==> config.mk <==
export PLATFORM = sky130hd
export DESIGN_NAME = ascon_perm_seq
export DESIGN_NICKNAME = d
export VERILOG_FILES = /design/src/rtl/ascon_pack.sv /design/src/rtl/pc.sv /design/src/rtl/perm_round.sv /design/src/rtl/pl.sv /design/src/rtl/ps.sv /design/src/rtl/ascon_perm_seq.sv
export SDC_FILE = /design/constraint.sdc
export NUM_CORES = 2
export LEC_CHECK = 0
export CORE_ASPECT_RATIO = 1.1
export CORE_MARGIN = 2
export CORE_UTILIZATION = 48
export DETAILED_ROUTE_END_ITERATION = 8
export PLACE_DENSITY = 0.79
export SYNTH_ARGS = -nofsm -noshare
export SYNTH_HDL_FRONTEND = slang
export SYNTH_SLANG_ARGS = --single-unit
==> constraint.sdc <==
create_clock -name clock_i -period 2.2 [get_ports clock_i]
set_input_delay 0.33 -clock clock_i [delete_from_list [all_inputs] [get_ports clock_i]]
set_output_delay 0.33 -clock clock_i [all_outputs]
set_load 0.02 [all_outputs]
==> src/rtl/ascon_pack.sv <==
// Shared types and constants for the sequential Ascon permutation.
package ascon_pack;

    // Five 64-bit lanes; x0 is the first word of a {S0,S1,S2,S3,S4} concatenation.
    typedef struct packed {
        logic [63:0] x0;
        logic [63:0] x1;
        logic [63:0] x2;
        logic [63:0] x3;
        logic [63:0] x4;
    } type_state;

    typedef enum logic [1:0] {
        IDLE = 2'd0,
        RUN  = 2'd1,
        DONE = 2'd2
    } type_fsm;

    localparam int          ROUNDS_A     = 12;
    localparam int          ROUNDS_B     = 6;
    localparam logic [3:0]  LAST_ROUND   = 4'd11;
    // Both variants end on round 11, so the shorter one starts later.
    localparam logic [3:0]  FIRST_ROUND_A = 4'(int'(LAST_ROUND) + 1 - ROUNDS_A);
    localparam logic [3:0]  FIRST_ROUND_B = 4'(int'(LAST_ROUND) + 1 - ROUNDS_B);

    function automatic logic [63:0] rotr(input logic [63:0] v, input int n);
        return (v >> n) | (v << (64 - n));
    endfunction

endpackage

==> src/rtl/pc.sv <==
// Constant addition: round constant XORed into the low byte of x2.
module pc
    import ascon_pack::*;
(
    input  type_state  state,
    input  logic [3:0] round,
    output type_state  state_out
);

    logic [7:0] rc;

    // Constant is {15-r, r}; only lane x2 is touched.
    always_comb begin
        rc                 = {4'd15 - round, round};
        state_out          = state;
        state_out.x2[7:0]  = state.x2[7:0] ^ rc;
    end

endmodule

==> src/rtl/perm_round.sv <==
// One full Ascon round, purely combinational: pc -> ps -> pl.
module perm_round
    import ascon_pack::*;
(
    input  type_state  state,
    input  logic [3:0] round,
    output type_state  state_out
);

    type_state after_pc;
    type_state after_ps;

    pc u_pc (
        .state     (state),
        .round     (round),
        .state_out (after_pc)
    );

    ps u_ps (
        .state     (after_pc),
        .state_out (after_ps)
    );

    pl u_pl (
        .state     (after_ps),
        .state_out (state_out)
    );

endmodule

==> src/rtl/pl.sv <==
// Linear diffusion layer: each lane XORed with two rotations of itself.
module pl
    import ascon_pack::*;
(
    input  type_state state,
    output type_state state_out
);

    // Per-lane rotation amounts are fixed by the Ascon definition.
    always_comb begin
        state_out.x0 = state.x0 ^ rotr(state.x0, 19) ^ rotr(state.x0, 28);
        state_out.x1 = state.x1 ^ rotr(state.x1, 61) ^ rotr(state.x1, 39);
        state_out.x2 = state.x2 ^ rotr(state.x2, 1)  ^ rotr(state.x2, 6);
        state_out.x3 = state.x3 ^ rotr(state.x3, 10) ^ rotr(state.x3, 17);
        state_out.x4 = state.x4 ^ rotr(state.x4, 7)  ^ rotr(state.x4, 41);
    end

endmodule

==> src/rtl/ps.sv <==
// Substitution layer: the 5-bit Ascon S-box applied bit-sliced across all lanes.
module ps
    import ascon_pack::*;
(
    input  type_state state,
    output type_state state_out
);

    logic [63:0] a0, a1, a2, a3, a4;
    logic [63:0] b0, b1, b2, b3, b4;

    // Bit-sliced S-box: input mix, chi-like nonlinear step, output mix.
    always_comb begin
        a0 = state.x0 ^ state.x4;
        a1 = state.x1;
        a2 = state.x2 ^ state.x1;
        a3 = state.x3;
        a4 = state.x4 ^ state.x3;

        b0 = a0 ^ (~a1 & a2);
        b1 = a1 ^ (~a2 & a3);
        b2 = a2 ^ (~a3 & a4);
        b3 = a3 ^ (~a4 & a0);
        b4 = a4 ^ (~a0 & a1);

        state_out.x0 = b0 ^ b4;
        state_out.x1 = b1 ^ b0;
        state_out.x2 = ~b2;
        state_out.x3 = b3 ^ b2;
        state_out.x4 = b4;
    end

endmodule

==> src/rtl/ascon_perm_seq.sv <==
// Sequential Ascon permutation, one round per clock, p^a (12) or p^b (6).
//
//   state | meaning
//   IDLE  | waiting for start_i; state register holds last result
//   RUN   | one round applied per edge, round counter advancing
//   DONE  | single-cycle result strobe, then back to IDLE
module ascon_perm_seq
    import ascon_pack::*;
(
    input  logic       clock_i,
    input  logic       reset_i,
    input  logic       start_i,
    input  logic       rounds_i,
    input  type_state  state_i,
    output type_state  state_o,
    output logic [3:0] round_o,
    output logic       busy_o,
    output logic       done_o
);

    type_fsm    fsm, fsm_nxt;
    type_state  st, st_nxt;
    type_state  round_out;
    logic [3:0] rnd, rnd_nxt;

    perm_round u_round (
        .state     (st),
        .round     (rnd),
        .state_out (round_out)
    );

    // All registers; reset wins over everything, including a start on the same edge.
    always_ff @(posedge clock_i) begin
        if (reset_i) begin
            fsm <= IDLE;
            st  <= '0;
            rnd <= 4'd0;
        end else begin
            fsm <= fsm_nxt;
            st  <= st_nxt;
            rnd <= rnd_nxt;
        end
    end

    // Next-state, datapath select and status outputs.
    always_comb begin
        fsm_nxt = fsm;
        st_nxt  = st;
        rnd_nxt = rnd;
        busy_o  = 1'b0;
        done_o  = 1'b0;
        case (fsm)
            IDLE: begin
                if (start_i) begin
                    fsm_nxt = RUN;
                    st_nxt  = state_i;
                    rnd_nxt = rounds_i ? FIRST_ROUND_B : FIRST_ROUND_A;
                end
            end
            RUN: begin
                busy_o = 1'b1;
                st_nxt = round_out;
                if (rnd == LAST_ROUND) begin
                    fsm_nxt = DONE;
                    rnd_nxt = 4'd0;
                end else begin
                    rnd_nxt = rnd + 4'd1;
                end
            end
            DONE: begin
                busy_o  = 1'b1;
                done_o  = 1'b1;
                fsm_nxt = IDLE;
            end
            default: fsm_nxt = IDLE;
        endcase
    end

    assign state_o = st;
    assign round_o = rnd;

endmodule

Word level (Yosys, flattened, before mapping)
Cells that the tools add are included.

Bits in registers: 326. Output and inout bits: 326.

$add $sub $neg: 2. Equal/unequal tests: 5. Multiplexer cells: 11. Bitwise logic cells: 43. Reduce and logical (&&, ||, !) cells: 5.

Operators by type and width (count): bitwise XOR 64 bit (21); one-hot mux 320 bit (2 select lines) (1); NOT 64 bit (6); AND 64 bit (5); 2-to-1 mux 320 bit (1); OR 23 x 64 -> 64 bit (1); OR 25 x 64 -> 64 bit (1); OR 3 x 64 -> 64 bit (1); OR 36 x 64 -> 64 bit (1); OR 45 x 64 -> 64 bit (1); OR 47 x 64 -> 64 bit (1); OR 54 x 64 -> 64 bit (1); OR 57 x 64 -> 64 bit (1); OR 58 x 64 -> 64 bit (1); OR 63 x 64 -> 64 bit (1); 2-to-1 mux 4 bit (2); one-hot mux 4 bit (2 select lines) (1); bitwise XOR 8 bit (1); adder 4 x 1 -> 4 bit, second input constant (1); equality test 4 bit, second input constant (1); 2-to-1 mux 2 bit (2); inequality test 2 bit, second input constant (2); one-hot mux 2 bit (2 select lines) (1); AND reduction 2 bit (2); 8 further kinds (9).

Longest topological paths before layout
Depth after elaboration: 11. Mapped depth: 10.

Cells and area by module
From an unflattened synthesis, not the netlist that was laid out.

Cell total of the unflattened synthesis: 3198. Area total of the unflattened synthesis: 34503.1 µm².

Modules (own cells, without submodules): ascon_perm_seq (instances 1, cells an instance 1468, area an instance 15835.2 µm²); ps (instances 1, cells an instance 1090, area an instance 8565.7 µm²); pl (instances 1, cells an instance 320, area an instance 7689.9 µm²); pc (instances 1, cells an instance 320, area an instance 2412.3 µm²).

Least setup slack after synthesis
No wires, ideal clock.

Path type: reg-to-reg. From: reg rnd[0], in the netlist round_o[0]. To: reg st (netlist bit state_o[111]). Library setup time: 0.128 ns. Arrival time: 2.151 ns. Slack: -0.079 ns. Stages on the path, launching flop included: 8. Path buffers: 0. Period minus slack after synthesis: 2.279 ns. Cells stage by stage: dfxtp_1 -> xor2_1 -> ha_1 -> xor2_1 -> xnor2_2 -> xnor3_1 -> mux2i_1 -> o21ai_1.

Cells in the longest elaborated chain, start to end: 7.

RTL lines: start: declaration (RTL line ascon_perm_seq.sv:24) `logic [3:0] rnd, rnd_nxt;`; start signal: assignment (RTL line ascon_perm_seq.sv:41) `rnd <= rnd_nxt;`; bitwise XOR 8 bit (RTL line pc.sv:16) `state_out.x2[7:0] = state.x2[7:0] ^ rc;`; bitwise XOR 64 bit (RTL line ps.sv:16) `a2 = state.x2 ^ state.x1;`; bitwise XOR 64 bit (RTL line ps.sv:22) `b2 = a2 ^ (~a3 & a4);`; bitwise XOR 64 bit (RTL line ps.sv:29) `state_out.x3 = b3 ^ b2;`; OR 47 x 64 -> 64 bit (RTL line ascon_pack.sv:27) `return (v >> n) | (v << (64 - n));`; bitwise XOR 64 bit (RTL line pl.sv:14) `state_out.x3 = state.x3 ^ rotr(state.x3, 10) ^ rotr(state.x3, 17);`; one-hot mux 320 bit (2 select lines) (RTL line ascon_perm_seq.sv:52) `case (fsm)`; end signal: assignment (RTL line ascon_perm_seq.sv:40) `st <= st_nxt;`; end: declaration (RTL line ascon_perm_seq.sv:22) `type_state st, st_nxt;`.

No other way between the ends. A chain may end at the register's enable or synchronous reset.

Worst setup path in the final report
From: reg st (netlist bit state_o[14]). To: reg st (netlist bit state_o[209]).

Cells in the longest elaborated chain, start to end: 7.

RTL lines: bitwise XOR 64 bit (RTL line ps.sv:14) `a0 = state.x0 ^ state.x4;`; bitwise XOR 64 bit (RTL line ps.sv:20) `b0 = a0 ^ (~a1 & a2);`; bitwise XOR 64 bit (RTL line ps.sv:27) `state_out.x1 = b1 ^ b0;`; OR 3 x 64 -> 64 bit (RTL line ascon_pack.sv:27); bitwise XOR 64 bit (2 in a row) (RTL line pl.sv:12) `state_out.x1 = state.x1 ^ rotr(state.x1, 61) ^ rotr(state.x1, 39);`; one-hot mux 320 bit (2 select lines) (RTL line ascon_perm_seq.sv:52).

No other way between the ends.

==> flow_summary.json <==
{
  "status": "finished, violations left",
  "violations": "setup timing",
  "die_x_um": 244,
  "mostFrequentLayoutCells": "873 x buf_4, 645 x clkdlybuf4s50_1, 395 x xnor2_1, 266 x dfxtp_1, 253 x nor2_1",
  "grt_pass1_wl_mm": 234,
  "drt-wirelength-per-cell_um": 31.5,
  "vias": 34000,
  "worstHoldStart": "reset_i",
  "finalNonFillerCells": 5605,
  "grt_use_total": 0.510,
  "hold_viol_final": 0,
  "syn_area_um2": 30300,
  "muxShareOfSynthArea": 0.0700,
  "preCtsSetupSlack_ns": -0.292,
  "first_pass_iters": 7,
  "coreArea_um2": 62500,
  "clock_skew_ns": 0.0207,
  "synthXorXnorAreaFrac": 0.395,
  "initial_utilization": 0.485,
  "drv_slew": 0,
  "cts_tree": "done",
  "layout.nets": 5193,
  "clk_latency_ns": 0.61,
  "clock_sinks": 326,
  "r2r-start": "state_o[14]$_SDFFE_PP0P_",
  "dp.cells": 5466,
  "ctsHoldBuffers": 0,
  "first_iter_violations": 4447,
  "synth_cells": 3234,
  "grt_max_degree": 100,
  "fin_area_um2": 49600,
  "cts_root_buf": "clkbuf_16",
  "gp_congestion": 1.15,
  "synth_top_family_by_area": "XOR/XNOR gates",
  "syn_to_final_growth_pct": 63.6,
  "drcViolationCount": 0,
  "ios": 650,
  "path_max_fanout": 3,
  "slew-limit-headroom": 0.471,
  "portBuffers": 649,
  "cp-start-kind": "flop",
  "hold_ws_ns": 0.218,
  "yosys.area_share.simple": 0.0924,
  "placed_area_um2": 45000,
  "clk_path_buf_depth": 3,
  "drtAntennaViolNets": 0,
  "antenna_found_initial": 4,
  "synth_warnings": 0,
  "critPathCaptureType": "flop",
  "grt_pass1_vias": 32400,
  "num_rows": 96,
  "synth-compound-area-share": 0.104,
  "fmax_ghz": 0.431,
  "grt_overflow": 0,
  "tightest_slew_ns": 0.787,
  "wirelength_mm": 177,
  "dieArea_um2": 65200,
  "die_y_um": 268,
  "cts_made_buffers": 41,
  "path_class": "flop to flop",
  "ys_types": 42,
  "drv_cap": 0,
  "synth_seq_area_share": 0.215,
  "critPathArrivalTime_ns": 2.76,
  "setup_slack_ns": -0.122,
  "final_common_cell": "buf_4",
  "synth_fa_ha_area_frac": 0.0771,
  "period_needed_ns": 2.32,
  "hold_class": "input port to flop",
  "syn_area_per_cell_um2": 9.37,
  "rsz0062_at_grt": "true",
  "avgViaCountPerCell": 6.07,
  "ys_ff_latch": 326,
  "cp.required_ns": 2.64,
  "setup_viol": 36,
  "crit_start": "state_o[14]$_SDFFE_PP0P_",
  "fin_crit_sh": 1.06,
  "htreeDepth": 2,
  "synth.net_count": 3692,
  "place_hpwl_mm": 138,
  "clk_pin_slew_ns": 0.06,
  "drive_gt1_frac": 0.327
}
## area by class of cell
cell class | count | area, um2
Clock buffer | 65 | 1300
Fill cell | 3944 | 12900
Timing Repair Buffer | 1624 | 14900
Clock inverter | 8 | 96.3
Antenna cell | 7 | 17.5
Sequential cell | 326 | 6620
Inverter | 195 | 738
Tap cell | 833 | 1040
Multi-Input combinational cell | 2547 | 24900
## critical path, cell delays in order (launching register included)
cell     delay [ns]
dfxtp_2        0.44
buf_4          0.19
xnor2_2        0.13
buf_4          0.15
xor2_1         0.21
xnor2_1        0.15
buf_4          0.26
xnor2_1        0.13
xnor2_2        0.30
o21ai_1        0.18
## sequential cells by signal, summed over array words and instances, names as in the netlist
signal / count
state_o: 320
round_o: 4
fsm: 2
## per-layer routing
metal	GRT usage	share of wire
met1	0.593	0.34
met2	0.759	0.41
met3	0.167	0.13
met4	0.437	0.11
met5	0	0.00015
## stage by stage
| step | setup TNS, ns | utilization |
|---|---|---|
| 2_1_floorplan | 0 | - |
| 3_3_place_gp | -7.07 | 0.721 |
| 3_5_place_dp | -9.10 | 0.721 |
| 4_1_cts | -0.0763 | 0.761 |
| 5_1_grt | -1.93 | 0.794 |
| 6_report | -1.32 | 0.794 |
## synth_stat cells (all sizes together)
library cell  count  area (um2)
a21boi            1        7.51
nor2            254         956
nand2b            1        6.26
inv             195         732
a32oi             1        8.76
maj3             63         659
nor2b             2        12.5
o22ai            19         119
nand2           154         583
dfxtp           326        6530
ha              134        1680
o21a              1        7.51
mux2i           212        2120
xor2            209        1920
o21ai           151         756
nand3           100         500
a31oi            45         282
buf              29         146
a41oi            33         289
xnor2           653        6480
a211oi          159        1200
xor3              9         214
nor4bb            1        10.0
o211a             1        10.0
or3              34         213
and3             19         119
a21oi            94         470
nor4              1        6.26
xnor3           150        3380
clkbuf          138         518
and4             45         394
## logic make-up (layout without fill, tap and decap cells)
family | Yosys count | count (layout)
AOI/OAI and AO/OA | 505 | 506
xor gates and xnor gates | 1021 | 1021
adders and majority gates | 197 | 197
buffers and inverters | 362 | 1892
DFF | 326 | 326
muxes | 212 | 212
other | 0 | 7
and+or+nand+nor | 611 | 611
## final timing paths
check | end | slack [ns] | depth (start not counted)
worst max-delay path | state_o[209]$_SDFFE_PP0P_ | -0.12 | 9
worst max register to register | state_o[209]$_SDFFE_PP0P_ | -0.12 | 9
worst min register to register | state_o[104]$_SDFFE_PP0P_ | 0.50 | 2
worst min-delay path | state_o[14]$_SDFFE_PP0P_ | 0.22 | 4
## timing repair
action,CTS,global route
buffers inserted,24,39
cloned,1,0
pin swaps,52,100
endpoints found under the setup margin,138,193
gates resized for setup,160,291
Power is left out: the tool's default activity adds up to more than one toggle a clock period on the data nets, which glitch-free logic cannot reach.
